<file path="src/rtl/bin_to_gray_counter.sv">
// Binary up/down counter with a registered Gray-code output. The binary and
// Gray registers load on the same edge, so both outputs always describe one count.
module bin_to_gray_counter #(
  parameter int WIDTH = 4
) (
  input  logic             clk,
  input  logic             rst_n,
  input  logic             en,
  input  logic             up_dn,
  input  logic             load,
  input  logic [WIDTH-1:0] load_bin,
  output logic [WIDTH-1:0] bin,
  output logic [WIDTH-1:0] gray,
  output logic             wrap,
  output logic             step
);

  typedef enum logic [1:0] {
    OP_HOLD,
    OP_LOAD,
    OP_UP,
    OP_DOWN
  } op_e;

  localparam logic [WIDTH-1:0] MAX_COUNT = '1;
  localparam logic [WIDTH-1:0] ONE       = WIDTH'(1);

  op_e              op;
  logic [WIDTH-1:0] next_bin;
  logic [WIDTH-1:0] next_gray;
  logic             next_wrap;
  logic             next_step;

  // Load beats count enable; direction only matters while counting.
  always_comb begin
    op = OP_HOLD;
    if (load) begin
      op = OP_LOAD;
    end else if (en) begin
      op = up_dn ? OP_UP : OP_DOWN;
    end
  end

  // NOTE: every signal gets a default before the case so no latch is inferred.
  always_comb begin
    next_bin  = bin;
    next_wrap = 1'b0;
    next_step = 1'b0;
    unique case (op)
      OP_LOAD: next_bin = load_bin;
      OP_UP: begin
        next_bin  = bin + ONE;
        next_step = 1'b1;
        next_wrap = (bin == MAX_COUNT);
      end
      OP_DOWN: begin
        next_bin  = bin - ONE;
        next_step = 1'b1;
        next_wrap = (bin == '0);
      end
      default: ;
    endcase
  end

  // Gray is encoded from the value about to be stored, not from the current
  // bin, so there is no cycle of skew between the two outputs.
  assign next_gray = next_bin ^ (next_bin >> 1);

  // NOTE: sequential state uses non-blocking assignments so every flop
  // samples the pre-edge values regardless of statement order.
  always_ff @(posedge clk or negedge rst_n) begin
    if (!rst_n) begin
      bin  <= '0;
      gray <= '0;
      wrap <= 1'b0;
      step <= 1'b0;
    end else begin
      bin  <= next_bin;
      gray <= next_gray;
      wrap <= next_wrap;
      step <= next_step;
    end
  end

endmodule

</file>
<file path="config.mk">
export PLATFORM = sky130hd
export DESIGN_NAME = bin_to_gray_counter
export DESIGN_NICKNAME = d
export VERILOG_FILES = /design/src/rtl/bin_to_gray_counter.sv
export SDC_FILE = /design/constraint.sdc
export NUM_CORES = 1
export LEC_CHECK = 0
export CORE_AREA = 10 10 47 49
export CTS_CLUSTER_SIZE = 40
export DETAILED_ROUTE_END_ITERATION = 10
export DIE_AREA = 0 0 57 59
export HOLD_SLACK_MARGIN = 0.05
export PLACE_DENSITY = 0.69
export SLEW_MARGIN = 0
export SYNTH_ARGS = -nofsm -noshare
export SYNTH_HDL_FRONTEND = slang
export SYNTH_SLANG_ARGS = --single-unit
</file>
<file path="constraint.sdc">
create_clock -name clk -period 2.8 [get_ports clk]
set_clock_uncertainty 0.1 [all_clocks]
set_input_delay 0.56 -clock clk [delete_from_list [all_inputs] [get_ports clk]]
set_output_delay 0.56 -clock clk [all_outputs]
set_load 0.03 [all_outputs]
</file>
# After elaboration in Yosys (flattened, before gate mapping)
# Cells that the tools add are included.
# word_totals
regBits	10
word_cells	19
inputBits	9
out_inout_bits	10
# op_classes
n_eq_ne	4
add_sub_neg	2
n_mux	6
n_bitwise	1
n_reduce_logical	2
# op_table
cell	n
case mux 4 bit (3 select lines)	1
adder 4 x 1 -> 4 bit, second input constant	1
equality test 2 bit, second input constant	2
equality test 4 bit, second input constant	1
logical NOT 4 bit	1
2-to-1 mux 2 bit	2
subtractor 4 x 1 -> 4 bit, second input constant	1
XOR 4 x 3 -> 4 bit	1
equality test 2 x 1 -> 1 bit, second input constant	1
2-to-1 mux 1 bit	2
case mux 1 bit (2 select lines)	1
OR reduction 2 bit	1

# Longest topological paths before layout
# Gate-level depths: netlist of the first run.
# depth
word_depth	6
ltp_mapped	10
ltp_nobuf	10

# Least setup slack after synthesis of the first run
# Ideal clock, no wire load.
# synth_timing
path_kind	input port to flip-flop
start	in load
end	reg gray[2]
path_slack_ps	458
setup_time_ps	125
required_time_ps	2575
n_path_buf	0
cell_stages	10
arrival_time_ps	2118
cell_sequence	inv_1 > nand2_1 > nor2_1 > xor2_1 > ha_1 > and2_1 > o21ai_1 > xor2_1 > xor3_1 > mux2_2
# synth_via
elab_chain_cells	4
# synth_lines
element	line_no	text
from (decl)	10	input logic load,
2-to-1 mux 2 bit (*)	37	if (load) begin
equality test 2 bit or equality test 2 x 1 -> 1 bit (tied branches)	49	unique case (op)
case mux 4 bit (3 select lines) (*)	49	
XOR 4 x 3 -> 4 bit (*)	67	assign next_gray = next_bin ^ (next_bin >> 1);
named net next_gray[2]	30	logic [WIDTH-1:0] next_gray;
to (signal assigned)	79	gray <= next_gray;
to (decl)	13	output logic [WIDTH-1:0] gray,
# The timed path passes the listed nets; every way through them passes the cells marked *.

# Final worst setup path of the first run
# Ends and elaborated chain as after synthesis.

==> summary.txt, run 1 <==
Status
  – Status: completed

Synthesis
  – Syn_nets: 57
  – Mapped Cells: 47
  – Ys async rst share: 1.00
  – EDFF count, synth: 0
  – FF+latch count, synth: 9
  – Synthesized area per cell: 10.4 sq um
  – Register area share after synthesis: 0.462
  – Synth cell types: 22
  – YS warnings: 0
  – Syn Std Cell Area: 488 sq um
  – Top_reg_cell synth: dfrtp_1

Cells and area
  – Cell area after layout: 754 sq um
  – Syn-to-layout area delta: 54.6%
  – Nets@finish: 85
  – Core Util, Final: 0.538
  – Fraction of layout cells with a size suffix above 1: 0.176
  – ANT cells: 0

GRT
  – GRT overflow: 0
  – GRT Util Overall: 0.0762
  – Number of antenna violations at the first check in global routing: 0
  – Largest net degree at the start of global routing: 11
  – First-pass GRT wire length: 1.94 mm
  – Vias in the first global route: 453

Floorplanning
  – Die height: 59 um
  – I/O pins: 19
  – Core box area: 1400 sq um
  – Number of core rows: 14
  – Die Wd: 57 um
  – Die ar.: 3360 sq um
  – Initial Util: 0.348

Placed design
  – Port bufs: 18
  – Routability Congestion: 0.719
  – DP Wirelength: 894 um
  – DP Area: 721 sq um

Clocking
  – Clock Tree Buf Depth: 2
  – TritonCTS Sinks: 9
  – H-tree Lvls: 1
  – Worst-skew pair later-pin latency: 0.27 ns
  – Clock transition at the registers of the reported paths: 0.07 ns
  – Root Buffer: clkbuf_4
  – CTS tree: done
  – Post-CTS Resized: 0
  – CTS buffer count: 3

Worst setup path
  – Critical path type: in -> reg
  – CP endpoint kind: flip-flop
  – WP data required: 2.86 ns
  – RR Endpoint: gray[2]
  – Max FO, Critical Path: 2
  – Critical Path AT: 2.71 ns
  – Internal reg-to-reg setup slack: 0.59 ns
  – Reg2Reg Depth: 7
  – Setup crit start: load
  – Startpoint Class: input port
  – Last element of the critical path: gray[2]
  – Beginning of the worst register-to-register path: bin[1]

Routing
  – Initial DRC Count: 1
  – Routed wire length: 1.16 mm
  – Vias/cell: 4.67
  – Total number of vias: 420
  – DR pass1 iterations: 4
  – DRC: 0
  – Final ANT Viol Nets: 0
  – Drt wl/cell: 12.9 um

Timing
  – Fin. Hold Viols: 0
  – Tmin final: 2.65 ns
  – RSZ-0062 raised after global routing: no
  – Period utilization: 0.945
  – Hold Slack: 0.485 ns
  – Fmax: 378 MHz
  – Slew headroom: 0.717
  – Max-slew violations: 0
  – Final Setup Violations: 0
  – Setup TNS: 0 ns
  – Actual slew at the worst max-slew pin: 0.424 ns

Power
  – Clock network power share: 0.227
  – PwrDens: 638 nW/um^2
  – Pleak: 0.343 nW
  – Int Pwr: 0.310 mW
  – Sequential share of power: 0.354
  – NetSw: 0.172 mW
  – Maximum vdd drop: 0.353 mV
  – Combinational share of power: 0.419
  – Sw Share: 0.357

Min path
  – HP Class: in -> async

Job
  – Max_cap viols: 0
-- placed cells by master, fill, tap and decap left out, types with 3 or more instances in the layout --
cell type / instances
o21ai_0: 3
buf_4: 7
nor2_1: 5
clkbuf_4: 3
clkdlybuf4s50_1: 18
inv_1: 3
xor2_1: 4
nand2_1: 4
xnor2_1: 3
dfrtp_1: 9
-- critical path, cell delays in order --
cell	delay [ns]
clkdlybuf4s50_1	0.48
inv_1	0.06
nand2_1	0.07
nor2_1	0.05
xor2_1	0.14
ha_1	0.20
and2_1	0.15
o21ai_1	0.16
xor2_1	0.24
xor3_1	0.34
mux2_2	0.26
-- state kept, by name, indices dropped and copies added (netlist names) --
name	flops
bin	4
gray	3
step	1
wrap	1
-- stage by stage --
stage / instances / power, mW / setup slack (ns)
after floorplan: 47 / 0.285 / 0.458
after global placement: 85 / 0.370 / -0.115
after detailed placement: 85 / 0.372 / -0.156
after CTS: 89 / 0.484 / 0.120
after global routing: 90 / 0.508 / 0.0253
final: 90 / 0.482 / 0.154
-- how the worst min path moves through the flow --
stage            from      to  slack (ns)  cells past startpoint
6_report        rst_n  bin[3]        0.49                      1
5_1_grt         rst_n    step        0.50                      1
4_1_cts         rst_n  bin[1]        0.50                      1
3_5_place_dp   bin[3]    wrap        0.57                      2
3_3_place_gp   bin[3]    wrap        0.56                      2
2_1_floorplan   rst_n  bin[0]        0.16                      0
-- power groups by stage --
stage          Combinational, mW  Clock (mW)  Sequential (mW)
3_5_place_dp               0.199           0            0.173
4_1_cts                    0.200       0.113            0.171
3_3_place_gp               0.197           0            0.173
2_1_floorplan             0.0694           0            0.216
6_report                   0.202       0.109            0.170
5_1_grt                    0.219       0.116            0.173
-- timing repair --
action                     4_1_cts  5_1_grt
hold buffers                     0        0
buffers inserted                 0        1
setup endpoints to repair        0        1
hold endpoints to repair         0        0
-- metal layers --
layer,vias up,global-route usage,share of wire
li1,212,-,-
met1,190,0.0678,0.38
met2,13,0.116,0.47
met3,5,0.0494,0.10
met4,0,0.0705,0.038
met5,-,0,0
-- kinds of logic (layout without fill, tap and decap cells) --
kind of cell / count (synthesis) / count (layout) / synth area share
and+or+nand+nor: 13 / 13 / 0.123
buffers and inverters: 5 / 32 / 0.0487
muxes: 2 / 2 / 0.0436
AOI/OAI and AO/OA: 9 / 9 / 0.123
xor gates and xnor gates: 8 / 8 / 0.174
DFF: 9 / 9 / 0.462
adders and majority gates: 1 / 1 / 0.0256
-- final cells by class --
cell class	count	area [sq um]
sequential	9	225
multi-input combinational	33	239
clock buffer	4	26.3
fill	134	647
tap	16	20.0
timing repair buffer	25	233
inverter	3	11.3
-- cells in the mapped netlist (2+ instances only) --
library cell	n	area (sq um)
nor2_1	5	18.8
nor3_1	2	10.0
xnor2_1	3	26.3
o21ai_0	3	15.0
inv_1	3	11.3
nand2_1	4	15.0
dfrtp_1	9	225
xor2_1	4	35.0
Power figures use the tool's default switching activity.
==> run 2, diff against run 1 <==
--- a/config.mk
+++ b/config.mk
@@ -11,6 +11,7 @@
 export DIE_AREA = 0 0 57 59
 export HOLD_SLACK_MARGIN = 0.05
 export PLACE_DENSITY = 0.69
+export SKIP_LAST_GASP = 1
 export SLEW_MARGIN = 0
 export SYNTH_ARGS = -nofsm -noshare
 export SYNTH_HDL_FRONTEND = slang
==> results of run 2 <==
No change in the layout: final DEF, timing and power equal those of run 1.
==> run 3, diff against run 2 <==
--- a/config.mk
+++ b/config.mk
@@ -11,6 +11,7 @@
 export DIE_AREA = 0 0 57 59
 export HOLD_SLACK_MARGIN = 0.05
 export PLACE_DENSITY = 0.69
+export RECOVER_POWER = 50
 export SKIP_LAST_GASP = 1
 export SLEW_MARGIN = 0
 export SYNTH_ARGS = -nofsm -noshare
==> run 3 against run 2 <==
Against the previous run:
- combinational power barely moved
- largest cell class unchanged
- critical path type unchanged
- flip-flop and latch count did not move
- design area fell by 1.0%
- sequential power barely moved
==> summary.txt, run 3 (synthesis results as in run 1) <==
Floorplanning
  – Die height: 59 um (unchanged)
  – Initial Util: 0.348 (unchanged)
  – Die Wd: 57 um (unchanged)
  – I/O pins: 19 (unchanged)
  – Number of core rows: 14 (unchanged)
  – Core box area: 1400 sq um (unchanged)
  – Die ar.: 3360 sq um (unchanged)

Worst setup path
  – Critical Path AT: 2.71 ns (about the same)
  – Critical path, cell by cell: clkdlybuf4s50_1 > inv_1 > nand2_1 > nor2_1 > xor2_1 > ha_1 > and2_1 > o21ai_1 > xor2_1 > xor3_1 > mux2_2
  – WP data required: 2.86 ns (about the same)
  – CP endpoint kind: flip-flop
  – Slowest stage cell, crit path: clkdlybuf4s50_1
  – Max FO, Critical Path: 2 (unchanged)
  – Startpoint Class: input port
  – Cell mode on critical path: xor2_1
  – Critical path type: in -> reg
  – Crit path largest cell delay: 0.48 ns (about the same)

Cells and area
  – Fillers: 137 (+2.2%)
  – Cell area after layout: 747 sq um (-1.0%)
  – Biggest regs: bin (4), gray (3)
  – Nets@finish: 85 (unchanged)
  – ANT cells: 0 (unchanged)
  – Syn-to-layout area delta: 53.1%
  – Fraction of layout cells with a size suffix above 1: 0.149 (-0.0270)
  – Core Util, Final: 0.533 (-0.00536)
  – Commonest non-fill, non-tap cells in the layout: clkdlybuf4s50_1, dfrtp_1, nor2_1, buf_4
  – Max reg flops: 4 (unchanged)
  – Non-filler cells, final: 90 (unchanged)
  – Area of the multi-input gates: 239 sq um (unchanged)
  – Most common cell after layout, fill and taps aside: clkdlybuf4s50_1
  – Storage cell area: 225 sq um (unchanged)
  – Largest Register: bin

Timing
  – RSZ-0062 raised after global routing: no
  – Actual slew at the worst max-slew pin: 0.429 ns (+0.00509 ns)
  – Final setup margin: 0.155 ns (+0.000708 ns)
  – Fmax: 378 MHz (about the same)
  – Setup TNS: 0 ns (unchanged)
  – Fin. Hold Viols: 0 (unchanged)
  – Tmin final: 2.64 ns (-0.000708 ns)
  – Period utilization: 0.945 (about the same)
  – Slew headroom: 0.713 (-0.00345)
  – Final Setup Violations: 0 (unchanged)
  – Max-slew violations: 0 (unchanged)

Clocking
  – Root Buffer: clkbuf_4
  – Clock transition at the registers of the reported paths: 0.07 ns (about the same)
  – Post-CTS Resized: 0 (unchanged)
  – # Post-CTS Setup Buffers: 0 (unchanged)
  – CTS buffer count: 3 (unchanged)
  – Worst-skew pair later-pin latency: 0.27 ns (about the same)
  – CTS tree: done
  – CTS Hold Buffers Added: 0 (unchanged)
  – Clock Tree Buf Depth: 2 (unchanged)
  – H-tree Lvls: 1 (unchanged)
  – TritonCTS Sinks: 9 (unchanged)

Power
  – Pleak: 0.340 nW (-0.92%)
  – PwrDens: 640 nW/um^2 (+0.21%)
  – Maximum vdd drop: 0.352 mV (-0.34%)

Job
  – Max_cap viols: 0 (unchanged)

GRT
  – Number of antenna violations at the first check in global routing: 0 (unchanged)
  – Vias in the first global route: 453 (unchanged)
  – GRT overflow: 0 (unchanged)
  – First-pass GRT wire length: 1.94 mm (unchanged)
  – GRT Util Overall: 0.0762 (unchanged)
  – Largest net degree at the start of global routing: 11 (unchanged)

Routing
  – Total number of vias: 422 (+0.48%)
  – Vias/cell: 4.69 (+0.48%)
  – Drt wl/cell: 12.8 um (-0.52%)
  – Routed wire length: 1.15 mm (-0.52%)
  – Initial DRC Count: 1 (unchanged)
  – Final ANT Viol Nets: 0 (unchanged)
  – DRC: 0 (unchanged)
  – DR pass1 iterations: 4 (unchanged)

Placed design
  – DP Area: 721 sq um (unchanged)
  – DP Wirelength: 894 um (unchanged)
  – Routability Congestion: 0.719 (unchanged)
  – Inst Count DP: 85 (unchanged)
  – Port bufs: 18 (unchanged)
  – Pre-CTS setup slack: -0.156 ns (unchanged)

Status
  – Status: completed

Min path
  – HP Class: in -> async
[run 3: area by class of cell]
cell class	instances	area share
Inverter	3	0.0151
Sequential cell	9	0.302
Multi-Input combinational cell	33	0.320
Clock buffer	4	0.0352
Tap cell	16	0.0268
Timing Repair Buffer	25	0.302
[run 3: report_power, final]
group          leakage, nW  switching, mW  total [mW]  internal [mW]
combinational        0.215         0.0995       0.199         0.0991
sequential           0.110         0.0181       0.170          0.152
clock               0.0150         0.0537       0.109         0.0553
[run 3: metrics by stage]
stage	hold slack [ns]	power [mW]
after floorplan	0.164	0.285
after global placement	0.558	0.370
after detailed placement	0.568	0.372
after CTS	0.498	0.484
after global routing	0.573	0.504
final	0.555	0.478
[run 3: worst paths after layout]
path / startpoint / endpoint / slack [ns] / cells past startpoint
max: load / gray[2] / 0.16 / 11
min: rst_n / bin[3] / 0.56 / 1
max reg2reg: bin[1] / gray[2] / 0.59 / 7
min reg2reg: bin[3] / wrap / 0.57 / 2
max in group asynchronous: rst_n / gray[0] / 1.75 / 1
min in group clk: bin[3] / wrap / 0.57 / 2
[run 3: metal layers]
layer	track usage	share of wire	vias up
li1	-	-	212
met1	0.0678	0.38	192
met2	0.116	0.47	13
met3	0.0494	0.11	5
met4	0.0705	0.038	0
met5	0	0	-
[run 3: worst max-delay path: cells and delay by family]
family	cells	cell delay, ns
adder cells (fa/ha/maj)	1	0.20
AO/OA/AOI/OAI	1	0.16
multiplexers	1	0.26
buffers and inverters	2	0.54
XOR/XNOR	3	0.72
AND/OR/NAND/NOR	3	0.27
